## src/rtl/image_rom_arbiter.sv

```systemverilog
// ---------------------------------------------------------------------------
// image_rom_arbiter
// Three requesters (0 = background, 1 = blob A, 2 = blob B) share one image
// ROM port. A combinational arbiter picks one requester per pclk cycle. The
// winning address is registered onto rom_addr. A tag pipeline of depth
// ROM_LAT+1 then routes the ROM data back as a one-hot rd_valid strobe to the
// owner of each read.
//
// Compile-time option:
//   ARB_ROUND_ROBIN_EN  defined   -> rotating priority starting after last_gnt
//                       undefined -> fixed priority 0 > 1 > 2
// ---------------------------------------------------------------------------
module image_rom_arbiter #(
  parameter int ADDR_W  = 20,
  parameter int DATA_W  = 12,
  parameter int ROM_LAT = 1
) (
  input  logic              pclk,
  input  logic              rst,
  input  logic [2:0]        req,
  input  logic [ADDR_W-1:0] addr0,
  input  logic [ADDR_W-1:0] addr1,
  input  logic [ADDR_W-1:0] addr2,
  output logic [2:0]        gnt,
  output logic [2:0]        rd_valid,
  output logic [DATA_W-1:0] rd_data,
  output logic [ADDR_W-1:0] rom_addr,
  input  logic [DATA_W-1:0] rom_rgb
);

  // Pick the first requesting index in the order a, b, c; one-hot or zero.
  function automatic logic [2:0] f_pick(input logic [2:0] i_req,
                                        input logic [1:0] i_a,
                                        input logic [1:0] i_b,
                                        input logic [1:0] i_c);
    logic [2:0] v_g;
    v_g = 3'b000;
    if (i_req[i_a]) begin
      v_g[i_a] = 1'b1;
    end else if (i_req[i_b]) begin
      v_g[i_b] = 1'b1;
    end else if (i_req[i_c]) begin
      v_g[i_c] = 1'b1;
    end else begin
      v_g = 3'b000;
    end
    return v_g;
  endfunction

  // Most recently granted index; 2 after reset so requester 0 is searched first.
  logic [1:0]              r_last_gnt;
  // Tag pipeline: stage k holds the grant issued k+1 cycles earlier.
  logic [ROM_LAT:0]        r_tag_vld;
  logic [ROM_LAT:0][1:0]   r_tag_idx;
  logic [ADDR_W-1:0]       r_rom_addr;

  logic [2:0]              w_gnt;
  logic                    w_gnt_any;
  logic [1:0]              w_gnt_idx;
  logic [ADDR_W-1:0]       w_gnt_addr;
  logic [2:0]              w_rd_valid;

  // Arbitration: grant is suppressed entirely while reset is held.
  always_comb begin
    w_gnt = 3'b000;
    if (rst) begin
      w_gnt = 3'b000;
    end else begin
`ifdef ARB_ROUND_ROBIN_EN
      case (r_last_gnt)
        2'd0:    w_gnt = f_pick(req, 2'd1, 2'd2, 2'd0);
        2'd1:    w_gnt = f_pick(req, 2'd2, 2'd0, 2'd1);
        default: w_gnt = f_pick(req, 2'd0, 2'd1, 2'd2);
      endcase
`else
      w_gnt = f_pick(req, 2'd0, 2'd1, 2'd2);
`endif
    end
  end

  // Encode the one-hot grant and select the winning address.
  always_comb begin
    w_gnt_any  = 1'b0;
    w_gnt_idx  = 2'd0;
    w_gnt_addr = r_rom_addr;
    case (w_gnt)
      3'b001: begin
        w_gnt_any  = 1'b1;
        w_gnt_idx  = 2'd0;
        w_gnt_addr = addr0;
      end
      3'b010: begin
        w_gnt_any  = 1'b1;
        w_gnt_idx  = 2'd1;
        w_gnt_addr = addr1;
      end
      3'b100: begin
        w_gnt_any  = 1'b1;
        w_gnt_idx  = 2'd2;
        w_gnt_addr = addr2;
      end
      default: begin
        w_gnt_any  = 1'b0;
        w_gnt_idx  = 2'd0;
        w_gnt_addr = r_rom_addr;
      end
    endcase
  end

  // ROM address register and last-grant pointer; both hold when idle.
  always_ff @(posedge pclk or posedge rst) begin
    if (rst) begin
      r_rom_addr <= {ADDR_W{1'b0}};
      r_last_gnt <= 2'd2;
    end else if (w_gnt_any) begin
      r_rom_addr <= w_gnt_addr;
      r_last_gnt <= w_gnt_idx;
    end else begin
      r_rom_addr <= r_rom_addr;
      r_last_gnt <= r_last_gnt;
    end
  end

  // Tag pipeline; reset drops every in-flight read.
  always_ff @(posedge pclk or posedge rst) begin
    if (rst) begin
      r_tag_vld <= '0;
      r_tag_idx <= '0;
    end else begin
      r_tag_vld[0] <= w_gnt_any;
      r_tag_idx[0] <= w_gnt_idx;
      for (int k = 1; k <= ROM_LAT; k++) begin
        r_tag_vld[k] <= r_tag_vld[k-1];
        r_tag_idx[k] <= r_tag_idx[k-1];
      end
    end
  end

  // Decode the last tag stage into the one-hot data strobe.
  always_comb begin
    w_rd_valid = 3'b000;
    if (r_tag_vld[ROM_LAT]) begin
      case (r_tag_idx[ROM_LAT])
        2'd0:    w_rd_valid = 3'b001;
        2'd1:    w_rd_valid = 3'b010;
        2'd2:    w_rd_valid = 3'b100;
        default: w_rd_valid = 3'b000;
      endcase
    end else begin
      w_rd_valid = 3'b000;
    end
  end

  assign gnt      = w_gnt;
  assign rd_valid = w_rd_valid;
  assign rd_data  = rom_rgb;
  assign rom_addr = r_rom_addr;

endmodule

```

## config.mk

```make
export PLATFORM = sky130hd
export DESIGN_NAME = image_rom_arbiter
export DESIGN_NICKNAME = d
export VERILOG_FILES = /design/src/rtl/image_rom_arbiter.sv
export SDC_FILE = /design/constraint.sdc
export NUM_CORES = 1
export LEC_CHECK = 0
export ABC_CLOCK_PERIOD_IN_PS = 800
export BUFFER_PORTS_ARGS = -buffer_cell sky130_fd_sc_hd__buf_2
export CORE_ASPECT_RATIO = 0.8
export CORE_MARGIN = 1
export CORE_UTILIZATION = 36
export DETAILED_ROUTE_END_ITERATION = 7
export PLACE_DENSITY = 0.88
export SLEW_MARGIN = 20
export SYNTH_ARGS = -nofsm -noshare
export SYNTH_HDL_FRONTEND = slang
export SYNTH_SLANG_ARGS = --single-unit
```

## constraint.sdc

```tcl
create_clock -name pclk -period 0.8 [get_ports pclk]
set_input_delay 0.08 -clock pclk [delete_from_list [all_inputs] [get_ports pclk]]
set_output_delay 0.08 -clock pclk [all_outputs]
set_load 0.005 [all_outputs]
```

==> results.md <==
* Crit-path max cell delay at roughly 0.40 ns
* Final WL at about 4100 µm
* Number of port buffers at 90
* Syn_nets at 217
* Status: finished, violations left
* Max Clock Skew at ~0.00021 ns
* Worst-case clock buffer depth at 2
* Commonest non-fill, non-tap cell in the layout: buf_2
* Post-Layout Cell Count at approximately 290
* Die ar. at between 0.004 and 0.005 mm²
* WHS Endpoint: rom_addr[10]
* DR vias at between 1000 and 1500
* Seq/Total Area, Yosys at a little over two fifths
* CTS tree: done
* WP data required at slightly above 0.7 ns
* Cell area after synthesis at 0.001483 mm²
* MaxCap Viol Count at 0
* Ys flop type: dfrtp_1
* Drt pass-1 iters at 4
* Boundary Pins at ~120
* P per Cell Area at approximately 1500 mW/mm²
* Clk sink count at 26
* Post-synth ARST share at 100.0%
* Vias in the first global route at roughly 1400
* Dpl cells at around 280
* Highest-count cells in the layout ignoring fill and taps: buf_2, dfrtp_1, mux2i_1, nand2_1
* Crit path launch type: register
* Final setup viols at 31
* Worst R2R Start: rom_addr[16]
* Crit Path Max Fanout at 3
* Leakage power at approximately 0.0012 µW
* Final Cell Area at roughly 0.0024 mm²
* Clk Latency, worst-skew pair at approximately 0.26 ns
* Synth cell types at 21
* First-pass GRT wire length at approximately 6400 µm
* FF-to-FF path depth at 2
* Hold Crit Class: in -> reg
* Final ANT Viol Nets at 0
* Slew margin rel. at a little over four fifths
* Maximum VDD drop at between 0.001 and 0.0015 V
* Sequential cell area at 650.6 µm²
* Post-DR vias/cell at just over 5
* Worst reg2reg path endpoint: rom_addr[16]
* RSZ-0062 raised after global routing: true
* PnR worst setup slack at -0.2562 ns
* Setup WS pre-CTS at -0.3614 ns
* Critical-path cell list: and3b_1 > buf_2
* Total Power at 3679 µW
* Multi-input logic area at 758.2 µm²
* Critical Path End Type: primary output
* Worst-path clk slew at about 0.090 ns
* Worst R2R Setup Slack at -0.13 ns
* Critical Path AT at approximately 0.98 ns
* Max Fclk at 946.8 MHz
* Hold Path Stages at 2
* Area grow syn2layout at 61.43%
* Slew Limit Fails at 0
* Ys Warns at 0
* Post-DP Area at between 0.002 and 0.0025 mm²
* Routed wire per std cell at roughly 14 µm
* Initial Util at 38.23%
* Ant diodes at 0
* Die width at around 74 µm
* Initial antenna violation count at 0
* GP Congestion at ~0.70
* Num CTS Buffers at 3
* Core area at 0.003879 mm²
* Largest net degree at the start of global routing at 27
* FILL cells at 321
* Post-DP HPWL at ~2800 µm
* Violated checks: negative setup slack
* Syn Inst Count at 140
* GRT Residual Overflow at 0
* Gr usage total at 19.34%
* Final Hold Viols at 0
* EDFF count, synth at 0
* Hold Path Origin: addr0[10]
* Final period utilization at 132.0%
* Number of synthesized register bits at 26
* Iteration-0 DRC Markers at between 60 and 70
* Post-Syn Area per Cell at around 11 µm²
* Hold_ws at about 0.046 ns
* Crit Path Class: reg -> out
* Layout Nets at about 310
* Share of cells above drive strength 1 at between 50% and 60%
* Period minus WS final at 1.056 ns
* Root Driver: clkbuf_8
* CP max-delay cell: dfrtp_1
* Least-Margin Pin Slew at 0.2420 ns
* Die Y-Extent at 59.40 µm
* H-tree level count at 1
* DRC Markers at 0
* FP Rows at 20
[final cells by class]
| class | instances | share of cell area (%) |
|---|---|---|
| clock buffer | 3 | 1.725 |
| clock inverter | 1 | 1.255 |
| inverter | 3 | 0.6273 |
| multi-input combinational | 87 | 31.68 |
| sequential | 26 | 27.18 |
| tap | 55 | 2.875 |
| timing repair buffer | 116 | 34.66 |
[how the worst max path moves through the flow]
stage,from,to,slack (ns),depth (start not counted)
2_1_floorplan,rst,rom_addr[10],-0.32,4
3_3_place_gp,rst,rom_addr[19],-0.31,5
3_5_place_dp,rst,rom_addr[3],-0.36,6
4_1_cts,r_tag_idx[2],rd_valid[2],-0.27,2
5_1_grt,r_tag_idx[2],rd_valid[2],-0.30,2
6_report,r_tag_idx[2],rd_valid[2],-0.26,2
[critical path: cells and delay by family (launching register included)]
kind | cells | cell delay, ns
flip-flops | 1 | 0.40
buffers and inverters | 1 | 0.10
AND/OR/NAND/NOR | 1 | 0.21
[power by group]
part / internal [µW] / total [µW] / switching [µW]
logic: 620 / 1050 / 435
clock network: 669 / 1070 / 404
registers: 1470 / 1550 / 82.5
total: 2760 / 3680 / 921
[metrics by stage]
stage          utilization [%]  setup TNS [ns]
5_1_grt                  61.71          -3.913
4_1_cts                  60.29          -3.260
6_report                 61.71          -2.526
3_3_place_gp             53.45          -6.275
3_5_place_dp             53.45          -6.838
2_1_floorplan                -          -4.597
[repair_timing]
action | in CTS | in global routing
pin swaps | 21 | 5
setup endpoints to repair | 43 | 72
resized for setup | 32 | 9
hold buffers | 1 | 0
buffers inserted | 6 | 5
endpoints found under the hold margin | 26 | 0
[per-layer routing]
layer,routed length [µm],track usage [%]
met5,0,0
met4,36,3.571
met3,258,3.741
met2,2047,33.29
met1,1785,25.59
[flip-flops by register name (all words and copies together) (netlist names)]
register   count
r_tag_vld      2
r_tag_idx      4
rom_addr      20
[logic make-up (layout without fill, tap and decap cells)]
family	Yosys count	in the layout	synth area share (%)
AND/OR/NAND/NOR	39	39	15.61
AO/OA/AOI/OAI	34	34	19.75
buffers and inverters	27	123	11.31
multiplexers	14	14	9.451
flip-flops	26	26	43.88
[Yosys cell counts (2+ instances only)]
master	count	area, µm²
dfrtp_1	26	650.6
buf_4	14	105.1
mux2i_1	14	140.1
nand2_1	14	52.55
a211oi_1	13	97.59
a221o_1	13	130.1
nand3b_1	13	97.59
a22oi_1	7	52.55
buf_2	5	25.02
nor2b_1	4	25.02
clkbuf_1	3	11.26
nor2_1	3	11.26
inv_1	2	7.510
nor2_4	2	22.52
Note: power is estimated with default switching activity, not from simulation.
